**src/rtl/cache_rd_responder_pkg.sv**
```systemverilog
// Shared codes for the cache refill read responder: request types, AXI burst type, FSM states.
package cache_rd_responder_pkg;

   localparam int unsigned RD_TYPE_W = 3;
   localparam int unsigned AXI_SIZE_W = 3;
   localparam int unsigned AXI_LEN_W = 8;
   localparam int unsigned AXI_BURST_W = 2;

   localparam logic [RD_TYPE_W-1:0] RT_BYTE = 3'd0;
   localparam logic [RD_TYPE_W-1:0] RT_HALF = 3'd1;
   localparam logic [RD_TYPE_W-1:0] RT_WORD = 3'd2;
   localparam logic [RD_TYPE_W-1:0] RT_LINE = 3'd4;

   localparam logic [AXI_BURST_W-1:0] AXI_BURST_INCR = 2'b01;

   typedef enum logic [1:0] {
      ST_IDLE = 2'd0,
      ST_AR   = 2'd1,
      ST_R    = 2'd2
   } state_e;

   // AXI size code for a request type; unknown codes fall back to a full word.
   function automatic logic [AXI_SIZE_W-1:0] size_of(input logic [RD_TYPE_W-1:0] t);
      case (t)
         RT_BYTE: size_of = 3'd0;
         RT_HALF: size_of = 3'd1;
         default: size_of = 3'd2;
      endcase
   endfunction

endpackage

```
**src/rtl/cache_rd_responder.sv**
```systemverilog
// Memory-side responder: one cache read request -> one AXI4 AR burst -> R beats streamed back as ret_* words.
module cache_rd_responder
   import cache_rd_responder_pkg::*;
#(
   parameter int unsigned ADDR_W     = 32,
   parameter int unsigned DATA_W     = 32,
   parameter int unsigned LINE_WORDS = 4,
   parameter logic [3:0]  AXI_ID     = 4'd0
) (
   input  logic              clk,
   input  logic              rst,
   input  logic              rd_req,
   input  logic [2:0]        rd_type,
   input  logic [ADDR_W-1:0] rd_addr,
   output logic              rd_rdy,
   output logic              ret_valid,
   output logic              ret_last,
   output logic [DATA_W-1:0] ret_data,
   output logic [3:0]        arid,
   output logic [ADDR_W-1:0] araddr,
   output logic [7:0]        arlen,
   output logic [2:0]        arsize,
   output logic [1:0]        arburst,
   output logic              arvalid,
   input  logic              arready,
   input  logic [3:0]        rid,
   input  logic [DATA_W-1:0] rdata,
   input  logic [1:0]        rresp,
   input  logic              rlast,
   input  logic              rvalid,
   output logic              rready,
   output logic              err
);

   localparam int unsigned CNT_W = $clog2(LINE_WORDS) + 1;
   localparam int unsigned OFF_W = $clog2(LINE_WORDS * 4);
   localparam logic [ADDR_W-1:0] LINE_MASK = {ADDR_W{1'b1}} << OFF_W;
   localparam logic [AXI_LEN_W-1:0] LINE_LEN = AXI_LEN_W'(LINE_WORDS - 1);

   state_e              state_q, state_d;
   logic [ADDR_W-1:0]   araddr_q, araddr_d;
   logic [7:0]          arlen_q, arlen_d;
   logic [2:0]          arsize_q, arsize_d;
   logic                arvalid_q, arvalid_d;
   logic [CNT_W-1:0]    beat_cnt_q, beat_cnt_d;
   logic                err_q, err_d;
   logic                last_beat;
   logic                in_r;
   logic                unused_rid;

   // rid carries no information for a single-outstanding responder.
   assign unused_rid = ^rid;

   // Current beat is the final one of the burst by internal count.
   assign last_beat = (AXI_LEN_W'(beat_cnt_q) == arlen_q);

   // Next-state and request-latch logic.
   always_comb begin
      state_d    = state_q;
      araddr_d   = araddr_q;
      arlen_d    = arlen_q;
      arsize_d   = arsize_q;
      arvalid_d  = arvalid_q;
      beat_cnt_d = beat_cnt_q;
      err_d      = err_q;
      case (state_q)
         ST_IDLE: begin
            if (rd_req) begin
               if (rd_type == RT_LINE) begin
                  araddr_d = rd_addr & LINE_MASK;
                  arlen_d  = LINE_LEN;
               end else begin
                  araddr_d = rd_addr;
                  arlen_d  = 8'd0;
               end
               arsize_d  = size_of(rd_type);
               arvalid_d = 1'b1;
               state_d   = ST_AR;
            end
         end
         ST_AR: begin
            if (arready) begin
               arvalid_d  = 1'b0;
               beat_cnt_d = '0;
               state_d    = ST_R;
            end
         end
         ST_R: begin
            if (rvalid) begin
               beat_cnt_d = beat_cnt_q + CNT_W'(1);
               if ((rresp != 2'b00) || (rlast != last_beat)) begin
                  err_d = 1'b1;
               end
               if (last_beat) begin
                  state_d = ST_IDLE;
               end
            end
         end
         default: state_d = ST_IDLE;
      endcase
   end

   // State and AR-channel registers; reset aborts any burst in flight.
   always_ff @(posedge clk or posedge rst) begin
      if (rst) begin
         state_q    <= ST_IDLE;
         araddr_q   <= '0;
         arlen_q    <= '0;
         arsize_q   <= '0;
         arvalid_q  <= 1'b0;
         beat_cnt_q <= '0;
         err_q      <= 1'b0;
      end else begin
         state_q    <= state_d;
         araddr_q   <= araddr_d;
         arlen_q    <= arlen_d;
         arsize_q   <= arsize_d;
         arvalid_q  <= arvalid_d;
         beat_cnt_q <= beat_cnt_d;
         err_q      <= err_d;
      end
   end

   // R-phase pass-through; the cache master never backpressures.
   assign in_r      = (state_q == ST_R) && !rst;
   assign rd_rdy    = (state_q == ST_IDLE) && !rst;
   assign rready    = in_r;
   assign ret_valid = in_r && rvalid;
   assign ret_last  = in_r && rvalid && last_beat;
   assign ret_data  = rdata;

   assign arid    = AXI_ID;
   assign araddr  = araddr_q;
   assign arlen   = arlen_q;
   assign arsize  = arsize_q;
   assign arburst = AXI_BURST_INCR;
   assign arvalid = arvalid_q;
   assign err     = err_q;

endmodule

```
**config.mk**
```make
export PLATFORM = sky130hd
export DESIGN_NAME = cache_rd_responder
export DESIGN_NICKNAME = d
export VERILOG_FILES = /design/src/rtl/cache_rd_responder_pkg.sv /design/src/rtl/cache_rd_responder.sv
export SDC_FILE = /design/constraint.sdc
export NUM_CORES = 1
export LEC_CHECK = 0
export ABC_AREA = 1
export BUFFER_PORTS_ARGS = -buffer_cell sky130_fd_sc_hd__buf_2
export CAP_MARGIN = 20
export CORE_MARGIN = 2
export CORE_UTILIZATION = 42
export DETAILED_ROUTE_END_ITERATION = 16
export PLACE_DENSITY = 0.85
export SLEW_MARGIN = 10
export SYNTH_ARGS = -nofsm -noshare
export SYNTH_HDL_FRONTEND = slang
export SYNTH_SLANG_ARGS = --single-unit
```
**constraint.sdc**
```tcl
create_clock -name clk -period 1.65 [get_ports clk]
set_input_delay 0.165 -clock clk [delete_from_list [all_inputs] [get_ports clk]]
set_output_delay 0.165 -clock clk [all_outputs]
set_load 0.01 [all_outputs]
```
Word-level counts from Yosys, hierarchy flattened
Cells that the tools add are included.
W data, S select, Z words.
{"block": "word_totals", "wordCells": 48, "input_bits": 79, "out_inout_bits": 87, "regBits": 50}
{"block": "classes", "reduce_logical": 16, "eq_ne": 10, "add_sub_neg": 1, "mux": 14}
{"operator": "$mux W2", "n": 5}
{"operator": "$reduce_and A3 Y1", "n": 3}
{"operator": "$eq A3 B8 Y1", "n": 1}
{"operator": "$ne A2 B2 Y1 const B", "n": 4}
{"operator": "$mux W3", "n": 2}
{"operator": "$pmux W2 S3", "n": 1}
{"operator": "$pmux W3 S2", "n": 1}
{"operator": "$reduce_bool A2 Y1", "n": 3}
{"operator": "$logic_and A1 B1 Y1", "n": 4}
{"operator": "$mux W4", "n": 1}
{"operator": "$pmux W2 S2", "n": 1}
{"operator": "$reduce_and A4 Y1", "n": 1}
{"operator": "$add A3 B1 Y3 const B", "n": 1}
{"operator": "$eq A3 B1 Y1 const B", "n": 1}
{"operator": "$eq A3 B3 Y1 const B", "n": 1}
{"operator": "$logic_not A3 Y1", "n": 1}
{"operator": "$eq A2 B1 Y1 const B", "n": 1}
{"operator": "$eq A2 B2 Y1 const B", "n": 1}
{"operator": "$logic_not A2 Y1", "n": 1}
{"operator": "$mux W1", "n": 2}
{"operator": "$pmux W1 S2", "n": 1}
{"operator": "$reduce_and A2 Y1", "n": 1}
{"operator": "$logic_not A1 Y1", "n": 1}
{"operator": "$logic_or A1 B1 Y1", "n": 1}
{"operator": "$ne A1 B1 Y1", "n": 1}

Depth between registers and ports, before layout
{"block": "depth", "ltp_word": 4, "ltp_mapped": 7, "mapped_depth_nobuf": 7}

Worst setup path before layout
No wires, ideal clock.
{"block": "synth_path", "path_kind": "reg2out", "startpoint": "reg state_q[0]", "endpoint": "out ret_last", "slack_ns": 0.526, "t_required_ns": 1.485, "n_path_buf": 0, "t_arrival_ns": 0.959, "path_stages_with_launch": 4, "cell_sequence": "dfrtp_1 > nor2_2 > nand2_2 > nor3_1"}
{"block": "synth_via", "elab_chain_cells": 4}
{"element": "start: declaration", "line": "cache_rd_responder.sv:40", "text": "state_e state_q, state_d;"}
{"element": "start signal: assignment", "line": "cache_rd_responder.sv:114", "text": "state_q <= state_d;"}
{"element": "$eq A2 B2 Y1", "line": "cache_rd_responder.sv:125", "text": "assign in_r = (state_q == ST_R) && !rst;"}
{"element": "$logic_and A1 B1 Y1", "line": "cache_rd_responder.sv:125"}
{"element": "$logic_and A1 B1 Y1 (2 in a row)", "line": "cache_rd_responder.sv:129", "text": "assign ret_last = in_r && rvalid && last_beat;"}
{"element": "end: declaration", "line": "cache_rd_responder.sv:17", "text": "output logic ret_last,"}
No other way between the ends.

Worst setup path after layout
{"block": "layout_path", "startpoint": "reg beat_cnt_q[0]", "endpoint": "out ret_last"}
{"block": "layout_via", "elab_chain_cells": 2}
{"element": "start: declaration", "line": "cache_rd_responder.sv:45", "text": "logic [CNT_W-1:0] beat_cnt_q, beat_cnt_d;"}
{"element": "start signal: assignment", "line": "cache_rd_responder.sv:119", "text": "beat_cnt_q <= beat_cnt_d;"}
{"element": "$eq A3 B8 Y1", "line": "cache_rd_responder.sv:55", "text": "assign last_beat = (AXI_LEN_W'(beat_cnt_q) == arlen_q);"}
{"element": "$logic_and A1 B1 Y1", "line": "cache_rd_responder.sv:129"}
No other way between the ends.

==> summary.md <==
| Metric | Value |
|---|---|
| Synth top cells by count | `nand2_1 (110), buf_4 (49), dfrtp_1 (42)` |
| Clock transition at path regs | `approximately 0.080 ns` |
| Logic pwr share | `about two fifths` |
| Slowest-stage cell, CP | `dfrtp_1` |
| RePlAce Congestion | `approximately 0.73` |
| Syn Area/Cell | `~8.3 um2` |
| CP Data Arrival Time | `roughly 1.4 ns` |
| Hold WC Path Type | `in -> reg` |
| Die width | `74.5 um` |
| Final net count | `~390` |
| Yosys top cell by area | `dfrtp_1` |
| Via total after detailed routing | `1657` |
| CTS tree | `built` |
| Synth Warn # | `0` |
| Root buf cell | `clkbuf_8` |
| CP Buf/Inv Count | `1` |
| Fin crit share | `between 90% and 100%` |
| Worst Setup Start Kind | `flip-flop` |
| Asr flop ratio synth | `100%` |
| Dpl ws | `~0.45 ns` |
| Post-route setup TNS | `0 ns` |
| Initial antenna violation count | `0` |
| Switching Power | `about 1.6 mW` |
| Max Cap Violations | `0` |
| Setup repair after global routing missed its margin | `no` |
| Switching share of power | `between 30% and 40%` |
| Wire per inst | `about 11 um` |
| CP Class | `reg -> out` |
| EDFF count, synth | `0` |
| CP max stage delay | `~0.45 ns` |
| CTS resizes | `0` |
| Max-slew violations | `0` |
| Met1 usage | `a little under a fifth` |
| Final instance area | `2400 um2` |
| Top Family by Delay on Critical Path | `flip-flops` |
| Gr busiest metal | `met2` |
| Cells on worst reg2reg path | `6` |
| Reg-to-Reg Start | `state_q[1]$_DFFE_PP0P_` |
| H-tree depth | `2` |
| Worst Slack Setup Final | `~0.14 ns` |
| Peak supply drop | `~0.76 mV` |
| Grt total ovfl | `0` |
| Post-Syn Instances | `250` |
| Initial Util | `between 40% and 50%` |
| Final Setup Violations | `0` |
| Tot GR Track Use | `16.3%` |
| First-pass GRT wire length | `6.80 mm` |
| Die Y | `roughly 74 um` |
| Largest net degree at the start of global routing | `23` |
| Main flop type after synthesis | `dfrtp_1` |
| M2 GR Usage | `a little over a quarter` |
| Minimum clock period | `between 1.5 and 2 ns` |
| CTS Hold Bufs | `1` |
| Cell Int Power | `2.61 mW` |
| Worst reg2reg path endpoint | `arsize[1]$_DFFE_PP0P_` |
| Layout cells sized above 1 | `between 30% and 40%` |
| Status | `finished, final reports clean` |
| Synth-to-Final Area Change | `15.4%` |
| WHS Path Cells | `3` |
| Leak Pwr | `about 1.4 nW` |
| Critical path required time | `approximately 1.5 ns` |
| Postcts setup bufs | `0` |
| Top-area cell type share of the netlist area | `50.4%` |
| FMAX | `approximately 0.66 GHz` |
| Total CTS buffers | `5` |
| Worst Hold Path EP | `araddr[19]$_DFFE_PP0P_` |
| Pre-antenna DRT Iters | `6` |
| DP Area | `roughly 2300 um2` |
| Hold Startpoint | `rd_addr[19]` |
| Final WL | `4.24 mm` |
| Fill count | `between 400 and 500` |
| Leading post-synthesis cells by cell area | `dfrtp_1 (50%), nand2_1 (20%), buf_4 (18%)` |
| Residual DRC | `0` |
| Die area | `about 5500 um2` |
| Reg2reg setup slack | `0.49 ns` |
| Io pins | `166` |
| Worst Path Max Fanout | `7` |
| Clk buf depth | `2` |
| Clock power frac | `18.5%` |
| Register area share after synthesis | `about half` |
| Mapped Area | `roughly 2100 um2` |
| Vias/cell | `approximately 4.4` |
| Core area | `approximately 4800 um2` |
| Final Hold Vio Count | `0` |
| Yosys reg bits | `42` |
| Crit-path cells | `o21ai_0 > nand3_1 > nor3_1 > buf_2` |
| Number of distinct library cells after synthesis | `23` |
| HPWL after DPL | `3.11 mm` |
| Reg power frac | `a little over two fifths` |
| Vias in the first global route | `1484` |
| Iter 0 DRT Violations | `50` |
| Final hold slack | `0.0638 ns` |
| Num rows | `25` |
| Clock sink count | `42` |
| Clk_skew | `around 0.0055 ns` |
| Crit end category | `output pin` |
| IO Port Bufs | `84` |
| Most common cell in the netlist | `nand2_1` |
| PwrDens | `1760 nW/um2` |
| Antenna Nets Post-Route | `0` |
| Worst-Skew Late Latency | `roughly 0.29 ns` |
| ANT cells | `0` |
| Met3 global-route usage | `under 10%` |
-- flip-flops by register name, summed over array words and instances (netlist names) --
name        cells
araddr         32
beat_cnt_q      3
arsize          2
state_q         2
arlen           1
arvalid         1
err             1
-- cells by family (layout without fill, tap and decap cells) --
kind of cell,after synthesis,count (layout),synth area share [%]
other,2,13,0.360
flip-flops,42,42,50.4
AO/OA/AOI/OAI,7,7,2.04
AND/OR/NAND/NOR,135,135,25.9
adder cells (fa/ha/maj),1,1,0.600
buffers and inverters,63,108,20.7
-- how the worst max path moves through the flow --
stage / start / end / slack [ns] / depth (start not counted)
after CTS: beat_cnt_q[0]$_DFFE_PP0P_ / ret_last / 0.12 / 4
final: beat_cnt_q[0]$_DFFE_PP0P_ / ret_last / 0.14 / 4
after detailed placement: beat_cnt_q[0]$_DFFE_PP0P_ / ret_last / 0.45 / 4
after global placement: beat_cnt_q[0]$_DFFE_PP0P_ / ret_last / 0.46 / 4
after global routing: beat_cnt_q[0]$_DFFE_PP0P_ / ret_last / 0.01 / 4
after floorplan: rst / araddr[0]$_DFFE_PP0P_ / 0.51 / 1
-- per-layer routing --
layer / up-vias / share of wire, %
met1: 753 / 41
li1: 818 / -
met3: 18 / 7.5
met2: 68 / 48
met4: 0 / 2.9
met5: - / 0
-- per-stage QoR --
stage | power, mW | util [%] | instances
2_1_floorplan | 2.92 | - | 261
5_1_grt | 4.62 | 50.6 | 373
4_1_cts | 4.30 | 50.6 | 373
3_5_place_dp | 3.48 | 48.1 | 364
3_3_place_gp | 3.41 | 48.1 | 364
6_report | 4.23 | 50.6 | 373
-- power by group through the flow --
stage | clock (mW) | combinational (mW) | sequential (mW)
2_1_floorplan | 0 | 0.965 | 1.95
3_3_place_gp | 0 | 1.66 | 1.75
3_5_place_dp | 0 | 1.72 | 1.76
4_1_cts | 0.812 | 1.72 | 1.76
5_1_grt | 0.859 | 1.93 | 1.83
6_report | 0.784 | 1.68 | 1.76
-- cells in the final DEF (no fill, tap or decap), drive strengths merged --
| master | count |
|---|---|
| nand2 | 111 |
| o31ai | 1 |
| conb | 13 |
| o211ai | 1 |
| bufinv | 1 |
| nor2 | 7 |
| dfrtp | 42 |
| dlygate4sd3 | 1 |
| nor3 | 2 |
| o21a | 1 |
| nand3 | 14 |
| ha | 1 |
| nand4 | 1 |
| clkbuf | 5 |
| o21ai | 3 |
| buf | 89 |
| clkinv | 3 |
| inv | 9 |
| a21oi | 1 |
-- worst min-delay path, cell delays in order --
cell,delay [ns]
buf_2,0.07
nand2_1,0.04
nand2_1,0.04
-- cell type report --
class | count | area (um2) | area share (%)
Tap cell | 67 | 83.8 | 3.49
Sequential cell | 42 | 1050 | 43.7
Inverter | 10 | 37.5 | 1.56
Multi-Input combinational cell | 156 | 643 | 26.7
Clock inverter | 3 | 40.0 | 1.66
Clock buffer | 5 | 68.8 | 2.86
Timing Repair Buffer | 90 | 480 | 20.0
No activity file was read; power rests on OpenSTA's default activity.
